==> src/rtl/axis_pkg.sv <==
// Shared definitions for the AXI Stream blocks.
// Holds the default buffer depth and the pointer-width helper.
package axis_pkg;

    localparam int AXIS_BUFFER_DEPTH_DEFAULT = 2;

    function automatic int axis_ptr_width(input int depth);
        return (depth > 1) ? $clog2(depth) : 1;
    endfunction

endpackage

==> src/rtl/axis_if.sv <==
// AXI Stream interface bundle (tvalid, tready, tdata).
// Modport m drives the stream, modport s receives it.
interface axis_if #(
    parameter int TDATA_WIDTH = 8
);
    logic                   tvalid;
    logic                   tready;
    logic [TDATA_WIDTH-1:0] tdata;

    modport m (output tvalid, output tdata, input tready);
    modport s (input tvalid, input tdata, output tready);
endinterface

==> src/rtl/axis_buffer_mem.sv <==
// DEPTH x WIDTH register array with async clear on rst.
// Ports: clk, rst, one write port (we, waddr, wdata), one comb read port
// (raddr, rdata).
module axis_buffer_mem
    import axis_pkg::*;
#(
    parameter int DEPTH = AXIS_BUFFER_DEPTH_DEFAULT,
    parameter int WIDTH = 8,
    localparam int AW   = axis_ptr_width(DEPTH)
) (
    input  logic             clk,
    input  logic             rst,
    input  logic             we,
    input  logic [AW-1:0]    waddr,
    input  logic [WIDTH-1:0] wdata,
    input  logic [AW-1:0]    raddr,
    output logic [WIDTH-1:0] rdata
);

    logic [DEPTH-1:0][WIDTH-1:0] mem_q;
    logic [DEPTH-1:0][WIDTH-1:0] mem_d;

    always_comb begin
        mem_d = mem_q;
        if (we) begin
            mem_d[waddr] = wdata;
        end
    end

    always_ff @(posedge clk or posedge rst) begin
        if (rst) begin
            mem_q <= '0;
        end else begin
            mem_q <= mem_d;
        end
    end

    assign rdata = mem_q[raddr];

endmodule

==> src/rtl/axis_buffer.sv <==
// Depth-configurable AXI Stream buffer with selectable ready mode and flush.
// Ports: clk, rst (async, active high), axis_sif (input stream, modport s),
// axis_mif (output stream, modport m), flush (sync discard of stored beats),
// level (occupancy, only when AXIS_BUFFER_LEVEL_EN is defined).
module axis_buffer
    import axis_pkg::*;
#(
    parameter int DEPTH      = AXIS_BUFFER_DEPTH_DEFAULT,
    parameter int READY_PASS = 0
) (
    input  logic                       clk,
    input  logic                       rst,
    axis_if.m                          axis_mif,
    axis_if.s                          axis_sif,
    input  logic                       flush
`ifdef AXIS_BUFFER_LEVEL_EN
    ,
    output logic [$clog2(DEPTH+1)-1:0] level
`endif
);

    localparam int TDATA_WIDTH = axis_mif.TDATA_WIDTH;
    localparam int PW          = axis_ptr_width(DEPTH);
    localparam int CW          = $clog2(DEPTH + 1);
    localparam bit PASS        = (READY_PASS != 0);

    localparam logic [PW-1:0] LAST_PTR = PW'(DEPTH - 1);
    localparam logic [CW-1:0] FULL_CNT = CW'(DEPTH);

    if (DEPTH < 1) begin : g_bad_depth
        $fatal(1, "axis_buffer: DEPTH must be >= 1");
    end

    if (TDATA_WIDTH == 0 ||
        TDATA_WIDTH != axis_sif.TDATA_WIDTH) begin : g_bad_width
        $fatal(1, "axis_buffer: bad or mismatched TDATA_WIDTH");
    end

    logic [PW-1:0] wr_ptr_q, wr_ptr_d;
    logic [PW-1:0] rd_ptr_q, rd_ptr_d;
    logic [CW-1:0] count_q, count_d;

    logic full;
    logic sif_ready;
    logic mif_valid;
    logic push;
    logic pop;

    assign full      = (count_q == FULL_CNT);
    assign mif_valid = (count_q != '0);

    // Flush and reset both hold off the input side so no beat is lost.
    assign sif_ready = !rst && !flush &&
                       (!full || (PASS && axis_mif.tready));

    assign push = axis_sif.tvalid && sif_ready;
    assign pop  = mif_valid && axis_mif.tready;

    always_comb begin
        wr_ptr_d = wr_ptr_q;
        rd_ptr_d = rd_ptr_q;
        count_d  = count_q;
        if (flush) begin
            wr_ptr_d = '0;
            rd_ptr_d = '0;
            count_d  = '0;
        end else begin
            if (push) begin
                wr_ptr_d = (wr_ptr_q == LAST_PTR) ? '0
                         : wr_ptr_q + PW'(1);
            end
            if (pop) begin
                rd_ptr_d = (rd_ptr_q == LAST_PTR) ? '0
                         : rd_ptr_q + PW'(1);
            end
            case ({push, pop})
                2'b10:   count_d = count_q + CW'(1);
                2'b01:   count_d = count_q - CW'(1);
                default: count_d = count_q;
            endcase
        end
    end

    always_ff @(posedge clk or posedge rst) begin
        if (rst) begin
            wr_ptr_q <= '0;
            rd_ptr_q <= '0;
            count_q  <= '0;
        end else begin
            wr_ptr_q <= wr_ptr_d;
            rd_ptr_q <= rd_ptr_d;
            count_q  <= count_d;
        end
    end

    // When full with push+pop, wr_ptr == rd_ptr: the write lands in the
    // slot being read out this cycle, which is safe with a comb read port.
    axis_buffer_mem #(
        .DEPTH (DEPTH),
        .WIDTH (TDATA_WIDTH)
    ) u_mem (
        .clk   (clk),
        .rst   (rst),
        .we    (push),
        .waddr (wr_ptr_q),
        .wdata (axis_sif.tdata),
        .raddr (rd_ptr_q),
        .rdata (axis_mif.tdata)
    );

    assign axis_mif.tvalid = mif_valid;
    assign axis_sif.tready = sif_ready;

`ifdef AXIS_BUFFER_LEVEL_EN
    assign level = count_q;

`ifndef SYNTHESIS
    always @(posedge clk) begin
        if (!rst) begin
            assert (count_q <= FULL_CNT &&
                    !(push && !pop && full) &&
                    !(pop && !push && !mif_valid))
            else $error("axis_buffer: count overflow/underflow");
        end
    end
`endif
`endif

endmodule

==> src/flat_wrapper.sv <==
// flat-port wrapper written by rule: the top's interface ports become plain ports
module axis_buffer_flat import axis_pkg::*;
#(
    parameter int DEPTH      = AXIS_BUFFER_DEPTH_DEFAULT,
    parameter int READY_PASS = 0
)
  (clk, rst, flush, axis_mif_tvalid, axis_mif_tdata, axis_mif_tready, axis_sif_tvalid, axis_sif_tdata, axis_sif_tready);
  axis_if #(.TDATA_WIDTH(8)) axis_mif_i ();
  axis_if #(.TDATA_WIDTH(8)) axis_sif_i ();
  input  logic clk;
  input  logic rst;
  input  logic flush;
  output wire logic [$bits(axis_mif_i.tvalid)-1:0] axis_mif_tvalid;
  output wire logic [$bits(axis_mif_i.tdata)-1:0] axis_mif_tdata;
  input wire logic [$bits(axis_mif_i.tready)-1:0] axis_mif_tready;
  input wire logic [$bits(axis_sif_i.tvalid)-1:0] axis_sif_tvalid;
  input wire logic [$bits(axis_sif_i.tdata)-1:0] axis_sif_tdata;
  output wire logic [$bits(axis_sif_i.tready)-1:0] axis_sif_tready;
  assign axis_mif_tvalid = axis_mif_i.tvalid;
  assign axis_mif_tdata = axis_mif_i.tdata;
  assign axis_mif_i.tready = axis_mif_tready;
  assign axis_sif_i.tvalid = axis_sif_tvalid;
  assign axis_sif_i.tdata = axis_sif_tdata;
  assign axis_sif_tready = axis_sif_i.tready;
  axis_buffer #(.DEPTH(DEPTH), .READY_PASS(READY_PASS)) u_core (.clk(clk), .rst(rst), .axis_mif(axis_mif_i), .axis_sif(axis_sif_i), .flush(flush));
endmodule
==> config.mk <==
export PLATFORM = sky130hd
export DESIGN_NAME = axis_buffer_flat
export DESIGN_NICKNAME = d
export VERILOG_FILES = /design/src/rtl/axis_pkg.sv /design/src/rtl/axis_if.sv /design/src/rtl/axis_buffer_mem.sv /design/src/rtl/axis_buffer.sv /design/src/flat_wrapper.sv
export SDC_FILE = /design/constraint.sdc
export NUM_CORES = 1
export LEC_CHECK = 0
export BUFFER_PORTS_ARGS = -buffer_cell sky130_fd_sc_hd__buf_2
export CAP_MARGIN = 15
export CORE_ASPECT_RATIO = 1.2
export CORE_UTILIZATION = 50
export CTS_CLUSTER_SIZE = 12
export DETAILED_ROUTE_END_ITERATION = 10
export PLACE_DENSITY = 0.73
export SYNTH_ARGS = -nofsm -noshare
export SYNTH_HDL_FRONTEND = slang
export SYNTH_SLANG_ARGS = --single-unit
==> constraint.sdc <==
create_clock -name clk -period 1.9 [get_ports clk]
set_clock_uncertainty 0.05 [all_clocks]
set_input_delay 0 -clock clk [delete_from_list [all_inputs] [get_ports clk]]
set_output_delay 0 -clock clk [all_outputs]
set_load 0.1 [all_outputs]
* Yosys cells after proc, flatten, opt, wreduce, memory -nomap -nowiden
Cells that the tools add are included.
** Operators by class
- Equality and inequality tests :: 3
- Magnitude comparators :: 3
- $add $sub $neg :: 4
- Reduce and logical (&&, ||, !) cells :: 12
- Muxes and demuxes :: 13
** Operators by type and width (number)
- 8-bit two-way mux :: 3
- 16-bit bitwise mux :: 1
- 8-bit demux with 1-bit select :: 1
- 1-bit two-way mux :: 6
- 2-bit nonzero test :: 3
- 1-bit logical AND :: 5
- 2-bit equality test, second input constant :: 2
- 1-bit by 2-bit < comparator with 1-bit output, second input constant :: 2
- 2-bit one-hot mux with 2 select lines :: 1
- 1-bit logical NOT :: 3
- 3-bit nonzero test :: 1
- 1-bit adder, second input constant :: 2
- 2-bit by 1-bit adder with 2-bit output, second input constant :: 1
- 2-bit by 1-bit equality test with 1-bit output, second input constant :: 1
- 2-bit two-way mux :: 1
- 2-bit by 1-bit subtractor with 2-bit output, second input constant :: 1
- 1-bit greater-or-equal comparator, second input constant :: 1
** Word-level totals
- Logic and storage cells :: 40
- Bits in registers :: 20

* Depth between registers and ports, before layout
- Word-level depth :: 7
- Mapped depth :: 4
- Gate-level depth less buffers :: 3

* By module
A second synthesis with hierarchy kept.
** Unflattened totals
- Cell total of the unflattened synthesis :: 69
- Area total of the unflattened synthesis :: 975.9 µm²
** By module, submodules not included
- axis_buffer_mem :: times used 1, seq. area each 400.4 µm², area an instance 740.7 µm², cells each 45
- axis_buffer :: times used 1, seq. area each 100.1 µm², area an instance 235.2 µm², cells each 24

* Worst setup path before layout
OpenSTA, ideal clock, no wires.
- Kind :: register to output
- Start :: reg u_core.count_q[1]
- End :: out axis_sif_tready
- Cell stages (with the launch flop) :: 3
- Data arrival time :: 2.574 ns
- Data required time :: 1.850 ns
- Buffers on the path :: 0
- Path slack :: -0.724 ns
- Cell sequence :: dfrtp_1 > nor2b_4 > nor3_1
** On the way
- Cells in the longest elaborated chain, start to end :: 3
** RTL lines
- from (decl) :: RTL line axis_buffer.sv:41 : logic [CW-1:0] count_q, count_d;
- from (signal assigned) :: RTL line axis_buffer.sv:92 : count_q <= count_d;
- 2-bit equality test :: RTL line axis_buffer.sv:49 : assign full = (count_q == FULL_CNT);
- 1-bit logical NOT :: RTL line axis_buffer.sv:54 : (!full || (PASS && axis_mif.tready));
- 1-bit logical AND :: RTL line axis_buffer.sv:53 : assign sif_ready = !rst && !flush &&
- to (decl) :: RTL line flat_wrapper.sv:18 : output wire logic [$bits(axis_sif_i.tready)-1:0] axis_sif_tready;
Every way passes these cells.

* Worst setup path in the final report
- Start :: reg u_core.count_q[1]
- End :: reg u_core.u_mem.mem_q[6] (netlist name)
** On the way
- Cells in the longest elaborated chain, start to end :: 4
** RTL lines
- 2-bit equality test :: RTL line axis_buffer.sv:49
- 1-bit logical NOT :: RTL line axis_buffer.sv:54
- 1-bit logical AND :: RTL line axis_buffer.sv:53
- 1-bit logical AND :: RTL line axis_buffer.sv:56 : assign push = axis_sif.tvalid && sif_ready;
- to (signal assigned) :: RTL line axis_buffer_mem.sv:34 : mem_q <= mem_d;
- to (decl) :: RTL line axis_buffer_mem.sv:20 : logic [DEPTH-1:0][WIDTH-1:0] mem_q;
Every way passes these cells.
A chain may end at the register's enable or synchronous reset.

==> results.yml <==
yosys:
  synthTopCellsByArea: "dfrtp_1 51%, mux2_2 18%, mux2_4 12%"
  syn_area_um2: 983.4
  synth_nets: 85
  yosysSeqAreaShare_pct: 50.89
  yosysTopAreaCell: "dfrtp_1"
  synth_top_cell_area_share_pct: 50.89
  yosys_warnings: 0
  syn_area_per_cell_um2: 13.66
  yosysUniqueCellTypes: 23
  synth.ff_latch_count: 20
  postSynthCellCount: 72
placement:
  dp_cells: 110
  dp_hpwl_um: 1288
  pre_cts_slack_ns: 0.2111
  gp_congestion: 0.7236
  postPlaceCellArea_um2: 1102
  portBuffers: 22
worst_hold_path:
  holdCritPathClass: "in2reg"
  whs_path_depth: 4
pwr:
  seqPwrFrac_pct: 40.4
  switching_power_uw: 567.3
  pwr-share-comb_pct: 42.0
  peakVddDrop_v: 0.0005542
  powerDensity_nw_per_um2: 1082
  intPower_uw: 783.9
  total_power_mw: 1.351
  clkPwrFrac_pct: 17.7
  switching_share_pct: 41.98
  p_leak_nw: 0.6132
worst_setup_path:
  crit_slowest_cell: "or4b_4"
  crit_type: "reg2reg"
  cp.arrival_ns: 1.83
  cpPeakStageDelay_ns: 0.60
  crit_chain: "nor2b_4 -> or4b_4 -> mux2_4"
  path_depth: 3
  worst_setup_path_end_kind: "flip-flop"
  path_delay_family: "simple AND/OR/NAND/NOR gates"
  crit_required_ns: 2.04
  crit_buf_inv: 0
  critPathMaxFanout: 9
  cp-start-kind: "flip-flop"
  reg2reg_depth: 3
clocking:
  worst_skew_pair.late_latency_ns: 0.29
  root_buffer: "clkbuf_4"
  cts_setup_buffers: 0
  cts_resized: 0
  tritoncts: "done"
  clock_sinks: 20
  cts_buffers: 3
  cts_buffer_depth: 2
  clk_pin_slew_ns: 0.11
  cts_htree_levels: 1
  cts_hold_buf: 11
cells_and_area:
  syn2layout_area_growth_pct: 26.97
  final_nets: 120
  antennaDiodeCount: 0
  layout_common_cells: "22 x buf_2, 20 x dfrtp_1, 16 x mux2_2"
  drive_gt1_share_pct: 52.83
  fin_area_um2: 1249
  fin_util_pct: 67.48
  instances_no_fill: 125
  final_common_cell: "buf_2"
floorplan:
  die_area_um2: 2149
  start_util_pct: 53.14
  core_um2: 1851
  die_y_um: 50.58
  die_w_um: 42.49
  rows: 17
  io_pins: 23
sta:
  setup_viol: 0
  tightest_slew_ns: 0.7500
  relSlewSlack_pct: 49.94
  period_minus_slack_ns: 1.698
  period_share_pct: 89.34
  hold_viol: 0
  tns_ns: 0
  layout_setup_ws_ns: 0.2025
  grt_setup_unrepaired: "false"
  slew_violations: 0
  fmax_mhz: 589.1
  finalHoldWorstSlack_ns: 0.08017
grt:
  grt_pass1_wl_um: 3284
  grt-busiest-layer: "met2"
  use_met3_pct: 2.158
  grt_pass1_vias: 704
  gr-total-overflow: 0
  antenna_found_initial: 0
  met1_usage_pct: 27.63
  met2_usage_pct: 33.85
  grt_max_degree: 21
  grtUsageTotal_pct: 20.73
route:
  postRouteAntennaNets: 0
  drc: 0
  vias_per_cell: 5.432
  totalWireLength_um: 1881
  wl_per_cell_um: 15.05
  vias: 679
  initialDrtViolationCount: 9
  drt_first_pass_iters: 4
flow_run:
  drv_cap: 0
status:
  outcome: "completed"
==> registers in the layout, summed over array words and instances (netlist names) <==
name and count:
u_core.u_mem.mem_q 16, u_core.count_q 2, u_core.rd_ptr_q 1, u_core.wr_ptr_q 1
==> path summary, 6_finish.rpt <==
path                       slack (ns)                   start                endpoint
setup reg to reg                 0.20       u_core.count_q[1]   u_core.u_mem.mem_q[6]
hold reg to reg                  0.46  u_core.u_mem.mem_q[13]  u_core.u_mem.mem_q[13]
min in group asynchronous        0.38                     rst   u_core.u_mem.mem_q[1]
max in group asynchronous        0.95                     rst   u_core.u_mem.mem_q[2]
setup / recovery                 0.20       u_core.count_q[1]   u_core.u_mem.mem_q[6]
hold / removal                   0.08         axis_sif_tvalid         u_core.wr_ptr_q
==> synthesized netlist by cell type <==
cell      instances
dfrtp_1          20
mux2_2           16
mux2_4            8
inv_1             4
nor2_1            3
o21ai_0           3
a21oi_1           2
a211o_2           1
a31oi_1           1
and2_1            1
and4b_2           1
buf_2             1
buf_6             1
clkbuf_1          1
nand2_1           1
nor2b_1           1
nor2b_4           1
nor3_1            1
nor4b_1           1
o41ai_1           1
or3b_2            1
or4b_4            1
xor2_1            1
==> layout make-up <==
class                      instances  area (µm²)
tap                               19       23.77
sequential                        20       500.5
multi-input combinational         45       452.9
clock buffer                       4       36.28
fill                             151       601.8
timing repair buffer              33       220.2
inverter                           4       15.01
==> worst min-delay path, stage by stage <==
cell	delay (ns)
buf_2	0.11
inv_1	0.07
o41ai_1	0.07
a21oi_1	0.13
==> kinds of logic (layout without fill, tap and decap cells) <==
logic type                Yosys count  after routing  share of synthesized area, %
DFF                                20             20                         50.89
AOI/OAI and AO/OA                   8              8                         5.089
xor gates and xnor gates            1              1                        0.8907
buffers and inverters               7             41                         3.561
and+or+nand+nor                    12             12                         9.033
muxes                              24             24                         30.53
==> layer usage <==
metal | routed length, µm | vias up
li1 | - | 323
met1 | 842 | 340
met2 | 971 | 14
met3 | 49 | 2
met4 | 17 | 0
met5 | 0 | -
==> power by group through the flow <==
stage	combinational, mW	clock (mW)	sequential [mW]
6_report	0.567	0.239	0.545
5_1_grt	0.588	0.266	0.557
4_1_cts	0.568	0.246	0.545
3_5_place_dp	0.550	0	0.554
3_3_place_gp	0.542	0	0.549
2_1_floorplan	0.495	0	0.534
No activity file was read; power rests on OpenSTA's default activity.
